==> src/rtl/vga_sync_decoder.sv <==
// VGA sync decoder: recovers pixel coordinates from hs/vs pulses,
// measures line/frame timing and reports lock.
module vga_sync_decoder #(
  parameter int H_TOTAL     = 1056,
  parameter int V_TOTAL     = 628,
  parameter int HA_OFS      = 216,
  parameter int HA_WIDTH    = 800,
  parameter int VA_OFS      = 27,
  parameter int VA_HEIGHT   = 600,
  parameter int LOCK_FRAMES = 2
) (
  input  logic        i_clk,
  input  logic        i_rst,
  input  logic        i_pix_stb,
  input  logic        i_hs,
  input  logic        i_vs,
  output logic [10:0] o_x,
  output logic [9:0]  o_y,
  output logic        o_active,
  output logic        o_locked,
  output logic        o_frame_start,
  output logic        o_err,
  output logic [10:0] o_line_len
);

  localparam int GW = (LOCK_FRAMES > 1)
                    ? $clog2(LOCK_FRAMES + 1) : 1;

  localparam logic [11:0] HTOT  = 12'(H_TOTAL);
  localparam logic [10:0] VTOT  = 11'(V_TOTAL);
  localparam logic [11:0] HA_LO = 12'(HA_OFS);
  localparam logic [11:0] HA_HI = 12'(HA_OFS + HA_WIDTH);
  localparam logic [10:0] HA_X  = 11'(HA_OFS);
  localparam logic [10:0] VA_LO = 11'(VA_OFS);
  localparam logic [10:0] VA_HI = 11'(VA_OFS + VA_HEIGHT);
  localparam logic [9:0]  VA_Y  = 10'(VA_OFS);
  localparam logic [GW-1:0] GMAX = GW'(LOCK_FRAMES);

  localparam logic [10:0] H_SAT = 11'h7FF;
  localparam logic [9:0]  V_SAT = 10'h3FF;

  typedef enum logic {
    UNLOCKED,
    LOCKED
  } state_e;

  state_e state_q, state_d;

  logic          hs_q, hs_d;
  logic          vs_q, vs_d;
  logic          vs_pend_q, vs_pend_d;
  logic          first_q, first_d;
  logic          seen_q, seen_d;
  logic          lbad_q, lbad_d;
  logic [10:0]   h_cnt_q, h_cnt_d;
  logic [9:0]    v_cnt_q, v_cnt_d;
  logic [10:0]   len_q, len_d;
  logic [GW-1:0] good_q, good_d;
  logic          fs_q, fs_d;
  logic          err_q, err_d;

  logic        hs_rise;
  logic        vs_rise;
  logic        vs_now;
  logic [11:0] h_inc;
  logic [10:0] v_inc;
  logic        line_err;
  logic        frm_chk;
  logic        frm_bad;
  logic        frm_good;
  logic        any_err;
  logic        h_in;
  logic        v_in;

  assign hs_rise  = i_pix_stb & i_hs & ~hs_q;
  assign vs_rise  = i_pix_stb & i_vs & ~vs_q;
  assign vs_now   = vs_pend_q | vs_rise;
  assign h_inc    = {1'b0, h_cnt_q} + 12'd1;
  assign v_inc    = {1'b0, v_cnt_q} + 11'd1;
  assign line_err = hs_rise & ~first_q & (h_inc != HTOT);
  assign frm_chk  = hs_rise & vs_now & seen_q;
  assign frm_bad  = frm_chk
                  & ((v_inc != VTOT) | lbad_q | line_err);
  assign frm_good = frm_chk & ~frm_bad;
  assign any_err  = line_err | frm_bad;

  // next-state for counters, measurements and pulses
  always_comb begin
    hs_d      = hs_q;
    vs_d      = vs_q;
    vs_pend_d = vs_pend_q;
    first_d   = first_q;
    seen_d    = seen_q;
    lbad_d    = lbad_q;
    h_cnt_d   = h_cnt_q;
    v_cnt_d   = v_cnt_q;
    len_d     = len_q;
    good_d    = good_q;
    fs_d      = 1'b0;
    err_d     = 1'b0;
    if (i_pix_stb) begin
      hs_d  = i_hs;
      vs_d  = i_vs;
      err_d = any_err;
      if (hs_rise) begin
        h_cnt_d   = '0;
        len_d     = (h_cnt_q == H_SAT) ? H_SAT : h_inc[10:0];
        first_d   = 1'b0;
        vs_pend_d = 1'b0;
        if (vs_now) begin
          v_cnt_d = '0;
          fs_d    = 1'b1;
          seen_d  = 1'b1;
          lbad_d  = 1'b0;
        end else begin
          lbad_d = lbad_q | line_err;
          if (v_cnt_q != V_SAT) begin
            v_cnt_d = v_inc[9:0];
          end
        end
      end else begin
        vs_pend_d = vs_now;
        if (h_cnt_q != H_SAT) begin
          h_cnt_d = h_inc[10:0];
        end
      end
      if (any_err) begin
        good_d = '0;
      end else if (frm_good && good_q != GMAX) begin
        good_d = good_q + 1'b1;
      end
    end
  end

  // lock state: enter on final good frame, leave on any error
  always_comb begin
    state_d = state_q;
    unique case (state_q)
      UNLOCKED: if (good_d == GMAX) state_d = LOCKED;
      LOCKED:   if (any_err)        state_d = UNLOCKED;
      default:  state_d = UNLOCKED;
    endcase
  end

  // state registers, synchronous reset has priority
  always_ff @(posedge i_clk) begin
    if (i_rst) begin
      state_q   <= UNLOCKED;
      hs_q      <= 1'b0;
      vs_q      <= 1'b0;
      vs_pend_q <= 1'b0;
      first_q   <= 1'b1;
      seen_q    <= 1'b0;
      lbad_q    <= 1'b0;
      h_cnt_q   <= '0;
      v_cnt_q   <= '0;
      len_q     <= '0;
      good_q    <= '0;
      fs_q      <= 1'b0;
      err_q     <= 1'b0;
    end else begin
      state_q   <= state_d;
      hs_q      <= hs_d;
      vs_q      <= vs_d;
      vs_pend_q <= vs_pend_d;
      first_q   <= first_d;
      seen_q    <= seen_d;
      lbad_q    <= lbad_d;
      h_cnt_q   <= h_cnt_d;
      v_cnt_q   <= v_cnt_d;
      len_q     <= len_d;
      good_q    <= good_d;
      fs_q      <= fs_d;
      err_q     <= err_d;
    end
  end

  // coordinates decoded from the live counters
  always_comb begin
    h_in = ({1'b0, h_cnt_q} >= HA_LO)
         & ({1'b0, h_cnt_q} <  HA_HI);
    v_in = ({1'b0, v_cnt_q} >= VA_LO)
         & ({1'b0, v_cnt_q} <  VA_HI);
    o_x      = h_in ? (h_cnt_q - HA_X) : '0;
    o_y      = v_in ? (v_cnt_q - VA_Y) : '0;
    o_active = o_locked & h_in & v_in;
  end

  assign o_locked      = (state_q == LOCKED);
  assign o_frame_start = fs_q;
  assign o_err         = err_q;
  assign o_line_len    = len_q;

endmodule
==> config.mk <==
export PLATFORM = sky130hd
export DESIGN_NAME = vga_sync_decoder
export DESIGN_NICKNAME = d
export VERILOG_FILES = /design/src/rtl/vga_sync_decoder.sv
export SDC_FILE = /design/constraint.sdc
export NUM_CORES = 1
export LEC_CHECK = 0
export ABC_AREA = 1
export CAP_MARGIN = 15
export CORE_MARGIN = 1
export CORE_UTILIZATION = 30
export CTS_BUF_LIST = sky130_fd_sc_hd__clkbuf_4 sky130_fd_sc_hd__clkbuf_8
export CTS_CLUSTER_DIAMETER = 60
export DETAILED_ROUTE_END_ITERATION = 10
export PLACE_DENSITY = 0.61
export RECOVER_POWER = 100
export REMOVE_ABC_BUFFERS = 1
export SYNTH_ARGS = -nofsm -noshare
export SYNTH_HDL_FRONTEND = slang
export SYNTH_SLANG_ARGS = --single-unit
==> constraint.sdc <==
create_clock -name i_clk -period 2.8 [get_ports i_clk]
set_clock_uncertainty 0.2 [all_clocks]
set_input_delay 0.42 -clock i_clk [delete_from_list [all_inputs] [get_ports i_clk]]
set_output_delay 0.42 -clock i_clk [all_outputs]
set_load 0.02 [all_outputs]
==> flow_summary_export.csv, run 1 <==
group,metric,value,unit
clock_tree,path_clk_slew,0.09,ns
global_routing,grt_max_degree,16,
timing,rsz0062_at_grt,"false",
timing,whs,0.2534,ns
timing,worst_pin_slew,0.6464,ns
cells_and_area,final_common_cell,"nand2_1",
cells_and_area,diodes,0,
synth,syn_avg_cell_area,6.459,um^2
detailed_routing,drtIter0Drc,113,
timing,layout_min_cycle_time,2.670,ns
worst_setup_path,cp_max_fo,10,
placement,gp_congestion,0.9034,
cells_and_area,drive_gt1_share,13.66,%
global_routing,grtUsageTotal,16.43,%
floorplan,core_area,0.008217,mm^2
global_routing,grtUsageMet2,26.51,%
clock_tree,cts_tree,"built",
timing,slew_headroom,56.75,%
synth,synth.yosys.seq_area_share,33.74,%
power_and_ir_drop,power_frac_clock,38.5,%
global_routing,grt_pass1_wl,11480,um
cells_and_area,fill_cells,869,
worst_setup_path,worstSetupPathType,"reg -> out",
detailed_routing,drc,0,
detailed_routing,wl_per_cell,12.14,um
worst_setup_path,reg2reg_to,"v_cnt_q[6]",
synth,syn-cell-area,0.002551,mm^2
synth,ys_ff_latch,43,
timing,min_period_over_period,95.36,%
floorplan,start_util,31.05,%
global_routing,grt_antenna_before_repair,0,
power_and_ir_drop,finalPower,1.258,mW
floorplan,fp.dieW,94.22,um
detailed_routing,ant_nets,0,
power_and_ir_drop,p_int,0.9392,mW
synth,ys_types,33,
timing,report.final.slew_viol_count,0,
placement,post-place-ws,-0.1075,ns
hold_path,hold-path-endpoint,"first_q",
global_routing,grt.met3_usage,2.751,%
hold_path,min_from,"first_q",
run_status,run_status,"completed",
detailed_routing,dr.pass1.iters,5,
clock_tree,clockRootBuffer,"clkbuf_8",
power_and_ir_drop,switching_share,25.33,%
cells_and_area,fin_util,39.64,%
worst_setup_path,reg2reg_depth,10,
worst_setup_path,worst_setup_path_start_kind,"flip-flop",
cells_and_area,layout_common_cells,"107 x nand2_1, 53 x nor2_1, 45 x inv_1",
worst_setup_path,cp.arrival,2.05,ns
worst_setup_path,r2r_start,"v_cnt_q[0]",
floorplan,io_pins,41,
cells_and_area,nets,465,
worst_setup_path,ff2ff_setup_slack,0.28,ns
cells_and_area,fin_cells,559,
synth,yosysWarnings,0,
clock_tree,cts_max_level,2,
global_routing,grt_busiest_layer,"met2",
hold_path,min_path_cells,2,
clock_tree,cts_buffers,5,
worst_setup_path,cp_data_required_time,2.18,ns
floorplan,die_area,0.008876,mm^2
placement,dp.cells,551,
worst_setup_path,crit_path_end_kind,"output port",
power_and_ir_drop,seqPwrFrac,51.1,%
detailed_routing,routed_wl,6789,um
power_and_ir_drop,p_leak,1.443,nW
global_routing,grt_pass1_vias,2452,
detailed_routing,vias_per_cell,4.764,
timing,fin_ws,0.1299,ns
power_and_ir_drop,ir_worst_vdd,0.1849,mV
clock_tree,clk_path_buf_depth,2,
timing,setup_viol,0,
global_routing,grt_use_met1,22.60,%
power_and_ir_drop,p_comb_share,10.4,%
floorplan,num_rows,33,
synth,synthesis.instances,395,
power_and_ir_drop,p_switching,0.3186,mW
power_and_ir_drop,p_per_area,386.2,mW/mm^2
clock_tree,clock_sinks,43,
global_routing,overflow,0,
job,maxCapViolCount,0,
timing,finalHoldViolCount,0,
clock_tree,clk_latency,0.30,ns
timing,max_freq,374.5,MHz
timing,fin_tns_setup,0,ns
hold_path,hold_class,"reg -> reg",
cells_and_area,area_growth,27.66,%
placement,place_area,0.003203,mm^2
placement,hpwl,5171,um
cells_and_area,design_area,0.003257,mm^2
placement,port_buffers,40,
floorplan,die_height,94.22,um
detailed_routing,vias,2663,
==> routing by layer <==
metal  up-vias  share of wire (%)
met3         2                5.0
met2        60                 45
li1       1394                  -
met1      1207                 50
met4         0               0.46
met5         -                  0
==> synthesized netlist by cell type <==
cell	n	area share, %
o31ai_2	1	0.49
o21a_1	1	0.29
nand2_4	1	0.44
o221ai_1	6	2.1
buf_4	1	0.29
inv_1	45	6.6
clkinv_1	1	0.15
nor2_1	51	7.5
o211a_1	1	0.39
a21oi_1	34	6.7
ha_1	6	2.9
nor2_4	4	1.8
nor3_1	9	1.8
clkbuf_1	6	0.88
a211oi_1	3	0.88
nand2_2	7	1.7
buf_2	6	1.2
xor2_1	1	0.34
inv_2	3	0.44
a21oi_2	1	0.34
o31ai_1	1	0.29
nor3_2	1	0.39
dfxtp_1	43	34
o21bai_2	1	0.44
nand2_1	105	15
o21ai_1	2	0.39
nand4_1	5	1.2
nand3_1	23	4.5
nor2_2	6	1.5
o21ai_0	12	2.4
nand3_2	4	1.6
a31oi_1	3	0.74
and3_1	1	0.25
==> power by group through the flow <==
| stage | clock, mW | sequential [mW] | combinational [mW] |
|---|---|---|---|
| after floorplan | 0 | 0.670 | 0.0610 |
| after global placement | 0 | 0.658 | 0.136 |
| after detailed placement | 0 | 0.658 | 0.137 |
| after CTS | 0.497 | 0.644 | 0.138 |
| after global routing | 0.519 | 0.646 | 0.146 |
| final | 0.485 | 0.643 | 0.130 |
==> final cells by class <==
| class | count | area [um^2] | share of cell area (%) |
|---|---|---|---|
| Clock buffer | 5 | 68.82 | 2.113 |
| Clock inverter | 2 | 37.54 | 1.153 |
| Inverter | 49 | 183.9 | 5.647 |
| Multi-Input combinational cell | 290 | 1454 | 44.64 |
| Sequential cell | 43 | 862.1 | 26.47 |
| Tap cell | 105 | 131.4 | 4.034 |
| Timing Repair Buffer | 65 | 519.2 | 15.94 |
==> logic make-up (layout without fill, tap and decap cells) <==
logic type               count (synthesis)  count (layout)  synth area share, %
AND/OR/NAND/NOR                        217             217                38.06
AO/OA/AOI/OAI                           66              66                15.35
XOR/XNOR                                 1               1               0.3434
flip-flops                              43              43                33.74
buffers and inverters                   62             121                9.563
adder cells (fa/ha/maj)                  6               6                2.943
==> sequential cells by signal (all words and copies together) (netlist names) <==
| name | count |
|---|---|
| first_q | 1 |
| good_q | 2 |
| h_cnt_q | 11 |
| hs_q | 1 |
| lbad_q | 1 |
| o_err | 1 |
| o_frame_start | 1 |
| o_line_len | 11 |
| o_locked | 1 |
| seen_q | 1 |
| v_cnt_q | 10 |
| vs_pend_q | 1 |
| vs_q | 1 |
==> timing repair <==
action,CTS,global route
hold buffers,0,0
gates resized for setup,29,26
pin swaps,0,1
endpoints found under the setup margin,21,22
buffers inserted,0,1
cloned,0,0
==> worst max-delay path, stage by stage (launching register included) <==
cell and delay (ns):
dfxtp_1 0.32, ha_1 0.22, nor2_2 0.13, nor2_1 0.07
nor2_1 0.12, nand3_1 0.12, a21oi_2 0.21, buf_6 0.17
a21oi_1 0.06, dlygate4sd2_1 0.32
==> worst max-delay path by stage <==
stage               start  endpoint  slack (ns)  depth (start not counted)
5_1_grt        v_cnt_q[1]    o_y[8]     0.00002                          9
2_1_floorplan  v_cnt_q[0]  o_active        0.36                          7
3_3_place_gp   v_cnt_q[0]    o_y[8]        0.07                          9
4_1_cts        v_cnt_q[0]    o_y[8]        0.01                          9
6_report       v_cnt_q[0]    o_y[8]        0.13                          9
3_5_place_dp   h_cnt_q[3]    o_x[6]       -0.11                          7
Note: power is estimated with default switching activity, not from simulation.
==> inputs of run 2 (changes only) <==
CORE_UTILIZATION = 40   (was 30)
PLACE_DENSITY = 0.74   (was 0.61)
==> flow_summary_export.csv, run 2 (synthesis results as in run 1) <==
group,metric,value,unit
run_status,run_status,"completed",
cells_and_area,regArea,860.8,um^2
worst_setup_path,path_buf_inv,3,
power_and_ir_drop,p_int,0.9458,mW
timing,max_freq,373.7,MHz
job,maxCapViolCount,0,
worst_setup_path,worst_path_largest_cell_delay,0.36,ns
worst_setup_path,ff2ff_setup_slack,0.28,ns
global_routing,grtUsageTotal,20.71,%
detailed_routing,wl_per_cell,12.45,um
clock_tree,holdBufCountCts,0,
hold_path,hold_class,"reg -> reg",
floorplan,io_pins,41,
cells_and_area,layout_common_cells,"106 x nand2_1, 53 x nor2_1, 45 x inv_1",
detailed_routing,routed_wl,6510,um
cells_and_area,multiInputGateArea,0.001430,mm^2
power_and_ir_drop,p_per_area,401.1,mW/mm^2
power_and_ir_drop,p_comb_share,10.0,%
worst_setup_path,cp.arrival,2.06,ns
worst_setup_path,worstSetupPathType,"reg -> out",
detailed_routing,vias,2664,
timing,rsz0062_at_grt,"false",
power_and_ir_drop,power_frac_clock,39.4,%
worst_setup_path,cp_slowest_cell,"dlygate4sd2_1",
timing,worst_pin_slew,0.6208,ns
timing,finalHoldViolCount,0,
global_routing,grt_antenna_before_repair,0,
timing,setup_viol,0,
floorplan,num_rows,28,
cells_and_area,drive_gt1_share,10.71,%
timing,report.final.slew_viol_count,0,
power_and_ir_drop,ir_worst_vdd,0.2563,mV
floorplan,die_height,81.86,um
cells_and_area,area_growth,24.37,%
timing,fin_tns_setup,0,ns
clock_tree,clk_path_buf_depth,2,
floorplan,fp.dieW,81.86,um
detailed_routing,drc,0,
floorplan,die_area,0.006701,mm^2
clock_tree,clk_latency,0.30,ns
placement,port_buffers,40,
worst_setup_path,cp_max_fo,9,
detailed_routing,dr.pass1.iters,4,
global_routing,grt_pass1_vias,2447,
clock_tree,clock_sinks,43,
worst_setup_path,path_cells,"ha_1 -> nand3_1 -> inv_1 -> a31oi_2 -> o31ai_2 -> buf_4 -> nor2_1 -> dlygate4sd2_1",
placement,gp_congestion,0.8923,
worst_setup_path,cp_data_required_time,2.18,ns
power_and_ir_drop,p_switching,0.3270,mW
cells_and_area,fill_cells,615,
timing,slew_headroom,58.46,%
worst_setup_path,cpLargestDelayFamily,"buffers and inverters",
timing,min_period_over_period,95.57,%
global_routing,overflow,0,
floorplan,start_util,42.34,%
cells_and_area,diodes,0,
power_and_ir_drop,seqPwrFrac,50.6,%
global_routing,grt_pass1_wl,10830,um
detailed_routing,vias_per_cell,5.094,
clock_tree,clockRootBuffer,"clkbuf_8",
worst_setup_path,worst_setup_path_start_kind,"flip-flop",
detailed_routing,drtIter0Drc,233,
worst_setup_path,crit_path_end_kind,"output port",
clock_tree,cts_max_level,2,
placement,hpwl,4948,um
global_routing,grt_max_degree,16,
power_and_ir_drop,finalPower,1.273,mW
clock_tree,cts_buffers,5,
power_and_ir_drop,p_leak,1.445,nW
clock_tree,path_clk_slew,0.09,ns
cells_and_area,nets,458,
cells_and_area,final_common_cell,"nand2_1",
clock_tree,cts_setup_buffers,0,
detailed_routing,ant_nets,0,
floorplan,core_area,0.006026,mm^2
timing,layout_min_cycle_time,2.676,ns
power_and_ir_drop,switching_share,25.69,%
clock_tree,cts_tree,"built",
timing,whs,0.2615,ns
run 2: cell count changes in the layout (fill, tap and decap cells not counted), sizes merged:
cell	change
buf	-10
dlygate4sd2	+8
clkbuf	-5
clkdlybuf4s15	-1
clkdlybuf4s50	+1
inv	+1
run 2: path summary, 6_finish.rpt:
| path | from | endpoint | depth (start not counted) |
|---|---|---|---|
| setup / recovery | h_cnt_q[3] | o_x[4] | 8 |
| hold / removal | seen_q | seen_q | 2 |
| setup reg to reg | v_cnt_q[1] | v_cnt_q[4] | 10 |
| hold reg to reg | seen_q | seen_q | 2 |
run 2: worst register-to-register path, cell delays in order, from the launching register on:
cell	delay, ns
dfxtp_1	0.35
ha_1	0.21
clkbuf_1	0.16
nand2_1	0.07
inv_1	0.07
nand3_1	0.17
o31ai_1	0.38
inv_1	0.08
nor2_1	0.49
nand2_1	0.12
a21oi_1	0.16
run 2: per-stage QoR:
step,cell area [um^2],utilization (%),setup slack [ns],std cells
detailed placement,3120,51.79,0.1017,515
finish,3173,52.66,0.1242,523
CTS,3217,53.38,0.08421,523
global route,3173,52.66,0.003238,523
global placement,3120,51.79,0.1174,515
floorplan,2491,-,0.3583,382
run 2: layout make-up:
type,instances,share of cell area [%]
clock buffers,5,2.169
clock inverters,3,1.459
inverters,49,5.797
multi-input cells,290,45.07
flip-flops and latches,43,27.13
well taps,75,2.957
repair buffers,58,15.42
run 2: power by group through the flow:
stage	combinational, mW	clock (mW)	sequential, mW
2_1_floorplan	0.0610	0	0.670
3_5_place_dp	0.134	0	0.659
5_1_grt	0.141	0.538	0.647
4_1_cts	0.135	0.512	0.645
6_report	0.127	0.501	0.644
3_3_place_gp	0.133	0	0.659
run 2: layer usage:
layer,part of all wire [%],GRT usage (%),vias up
met3,5.3,3.667,8
met5,0,0,-
met4,1.2,5.439,0
li1,-,-,1376
met2,45,34.55,66
met1,48,27.28,1214
run 2: timing repair:
action                                 in CTS  in global routing
gates resized for setup                    23                 10
setup endpoints to repair                  21                 15
endpoints found under the hold margin       0                  0
==> inputs of run 3 (changes only) <==
MAX_ROUTING_LAYER = met4   (was not set)
clock period = 2.6 ns   (was 2.8 ns; I/O delays follow)
==> flow_summary_export.csv, run 3 (synthesis results as in run 1) <==
group,metric,value,unit
run_status,run_status,"completed",
detailed_routing,vias_per_cell,5.111,
placement,port_buffers,40,
hold_path,hold-path-endpoint,"first_q",
worst_setup_path,cp_max_fo,6,
global_routing,overflow,0,
timing,min_period_over_period,97.60,%
worst_setup_path,path_buf_inv,3,
cells_and_area,drive_gt1_share,21.72,%
global_routing,grt_pass1_wl,11010,um
worst_setup_path,crit_path_end_kind,"output port",
timing,worst_pin_slew,0.7780,ns
global_routing,grt_antenna_before_repair,0,
worst_setup_path,reg2reg_depth,14,
power_and_ir_drop,finalPower,1.304,mW
clock_tree,clockRootBuffer,"clkbuf_8",
cells_and_area,final_common_cell,"nand2_1",
timing,report.final.slew_viol_count,0,
detailed_routing,dr.pass1.iters,4,
clock_tree,cts_buffers,5,
timing,fin_tns_setup,0,ns
detailed_routing,wl_per_cell,12.29,um
global_routing,grtUsageMet2,34.38,%
floorplan,start_util,42.34,%
cells_and_area,nets,475,
worst_setup_path,cp_data_required_time,2.01,ns
hold_path,min_from,"first_q",
detailed_routing,ant_nets,0,
cells_and_area,fin_util,55.44,%
floorplan,core_area,0.006026,mm^2
floorplan,io_pins,41,
clock_tree,path_clk_slew,0.09,ns
global_routing,grt_max_degree,16,
placement,post-place-ws,-0.1120,ns
power_and_ir_drop,p_leak,1.499,nW
worst_setup_path,r2r_start,"h_cnt_q[1]",
power_and_ir_drop,p_per_area,390.4,mW/mm^2
worst_setup_path,ff2ff_setup_slack,0.25,ns
global_routing,grt_pass1_vias,2456,
placement,hpwl,4872,um
detailed_routing,routed_wl,6639,um
cells_and_area,diodes,0,
floorplan,die_height,81.86,um
timing,layout_min_cycle_time,2.537,ns
clock_tree,clk_latency,0.30,ns
detailed_routing,vias,2760,
hold_path,min_path_cells,2,
floorplan,num_rows,28,
global_routing,grt_use_met1,28.05,%
clock_tree,clock_sinks,43,
job,maxCapViolCount,0,
floorplan,fp.dieW,81.86,um
worst_setup_path,worst_path_largest_cell_delay,0.33,ns
hold_path,hold_class,"reg -> reg",
global_routing,grt.met3_usage,3.111,%
timing,finalHoldViolCount,0,
floorplan,die_area,0.006701,mm^2
detailed_routing,drtIter0Drc,177,
clock_tree,clk_path_buf_depth,2,
detailed_routing,drc,0,
global_routing,grtUsageTotal,21.71,%
worst_setup_path,path_cells,"ha_2 -> nor2_4 -> nand2_1 -> a211oi_2 -> a21oi_2 -> buf_6 -> buf_4 -> nor3_2 -> buf_4",
placement,gp_congestion,0.9459,
clock_tree,cts_tree,"built",
worst_setup_path,cp.arrival,1.95,ns
cells_and_area,fill_cells,581,
worst_setup_path,cpLargestDelayFamily,"buffers and inverters",
timing,setup_viol,0,
power_and_ir_drop,ir_worst_vdd,0.2310,mV
timing,slew_headroom,48.13,%
cells_and_area,layout_common_cells,"105 x nand2_1, 48 x nor2_1, 45 x inv_1",
timing,max_freq,394.1,MHz
worst_setup_path,cp_slowest_cell,"dfxtp_2",
worst_setup_path,worst_setup_path_start_kind,"flip-flop",
worst_setup_path,worstSetupPathType,"reg -> out",
cells_and_area,area_growth,30.95,%
timing,fin_ws,0.06251,ns
timing,rsz0062_at_grt,"false",
worst_setup_path,reg2reg_to,"o_locked",
worst_setup_path,worst_path_most_repeated_cell,"buf_4",
clock_tree,cts_max_level,2,
global_routing,grt_busiest_layer,"met2",
clock_tree,holdBufCountCts,0,
## run 3: cell types whose count changed in the layout (fill, tap and decap cells not counted), moves of 2 or more
cell	change
nor3_2	+3
clkbuf_2	+13
nor3_1	-4
dlygate4sd2_1	-17
nor2_1	-5
nor2_2	+3
nand3_2	+3
nor2_4	+2
nand3_1	-3
buf_2	+4
clkbuf_1	-2
buf_4	+16
## run 3: report_power, final
group          total [mW]  internal, mW  leakage [nW]  switching, mW
registers           0.693         0.679         0.350         0.0137
logic               0.147        0.0559          1.10         0.0907
clock network       0.464         0.217        0.0474          0.247
total                1.30         0.952          1.50          0.352
## run 3: tightest hold or removal path: cells and delay by family (launching register included)
family / cells / cell delay [ns]
simple gates: 2 / 0.10
flops: 1 / 0.31
## run 3: cell type report
cell class	instances	area [um^2]	share of cell area, %
Clock inverter	2	16.27	0.4869
Clock buffer	6	82.58	2.472
Timing Repair Buffer	75	576.8	17.27
Inverter	49	183.9	5.506
Tap cell	75	93.84	2.809
Multi-Input combinational cell	290	1525	45.66
Sequential cell	43	862.1	25.81
## run 3: routing by layer
metal	share of wire, %	wire [um]
met3	5.7	378
met2	45	3019
met4	1.2	82
met1	48	3158
met5	0	0
## run 3: repair_timing
| action | in CTS | in global routing |
|---|---|---|
| buffers inserted | 2 | 2 |
| gates resized for setup | 55 | 46 |
| endpoints found under the hold margin | 0 | 0 |
| gates cloned | 0 | 0 |
| pin swaps | 1 | 7 |
| endpoints found under the setup margin | 21 | 21 |
## run 3: how the worst max path moves through the flow
stage	start	endpoint	slack, ns	cells past startpoint
after floorplan	v_cnt_q[0]	o_active	0.19	7
after global placement	v_cnt_q[0]	o_y[4]	-0.03	9
after detailed placement	v_cnt_q[0]	o_y[9]	-0.11	9
after CTS	v_cnt_q[0]	o_y[4]	-0.07	9
after global routing	v_cnt_q[0]	o_active	0.002	9
final	v_cnt_q[0]	o_active	0.06	9
## run 3: through the flow
| step | std cells | hold WS [ns] | area, um^2 |
|---|---|---|---|
| 3_5_place_dp | 528 | 0.2327 | 3231 |
| 6_report | 540 | 0.2470 | 3341 |
| 3_3_place_gp | 528 | 0.2302 | 3231 |
| 4_1_cts | 538 | 0.2488 | 3332 |
| 2_1_floorplan | 382 | 0.2195 | 2491 |
| 5_1_grt | 540 | 0.2619 | 3341 |
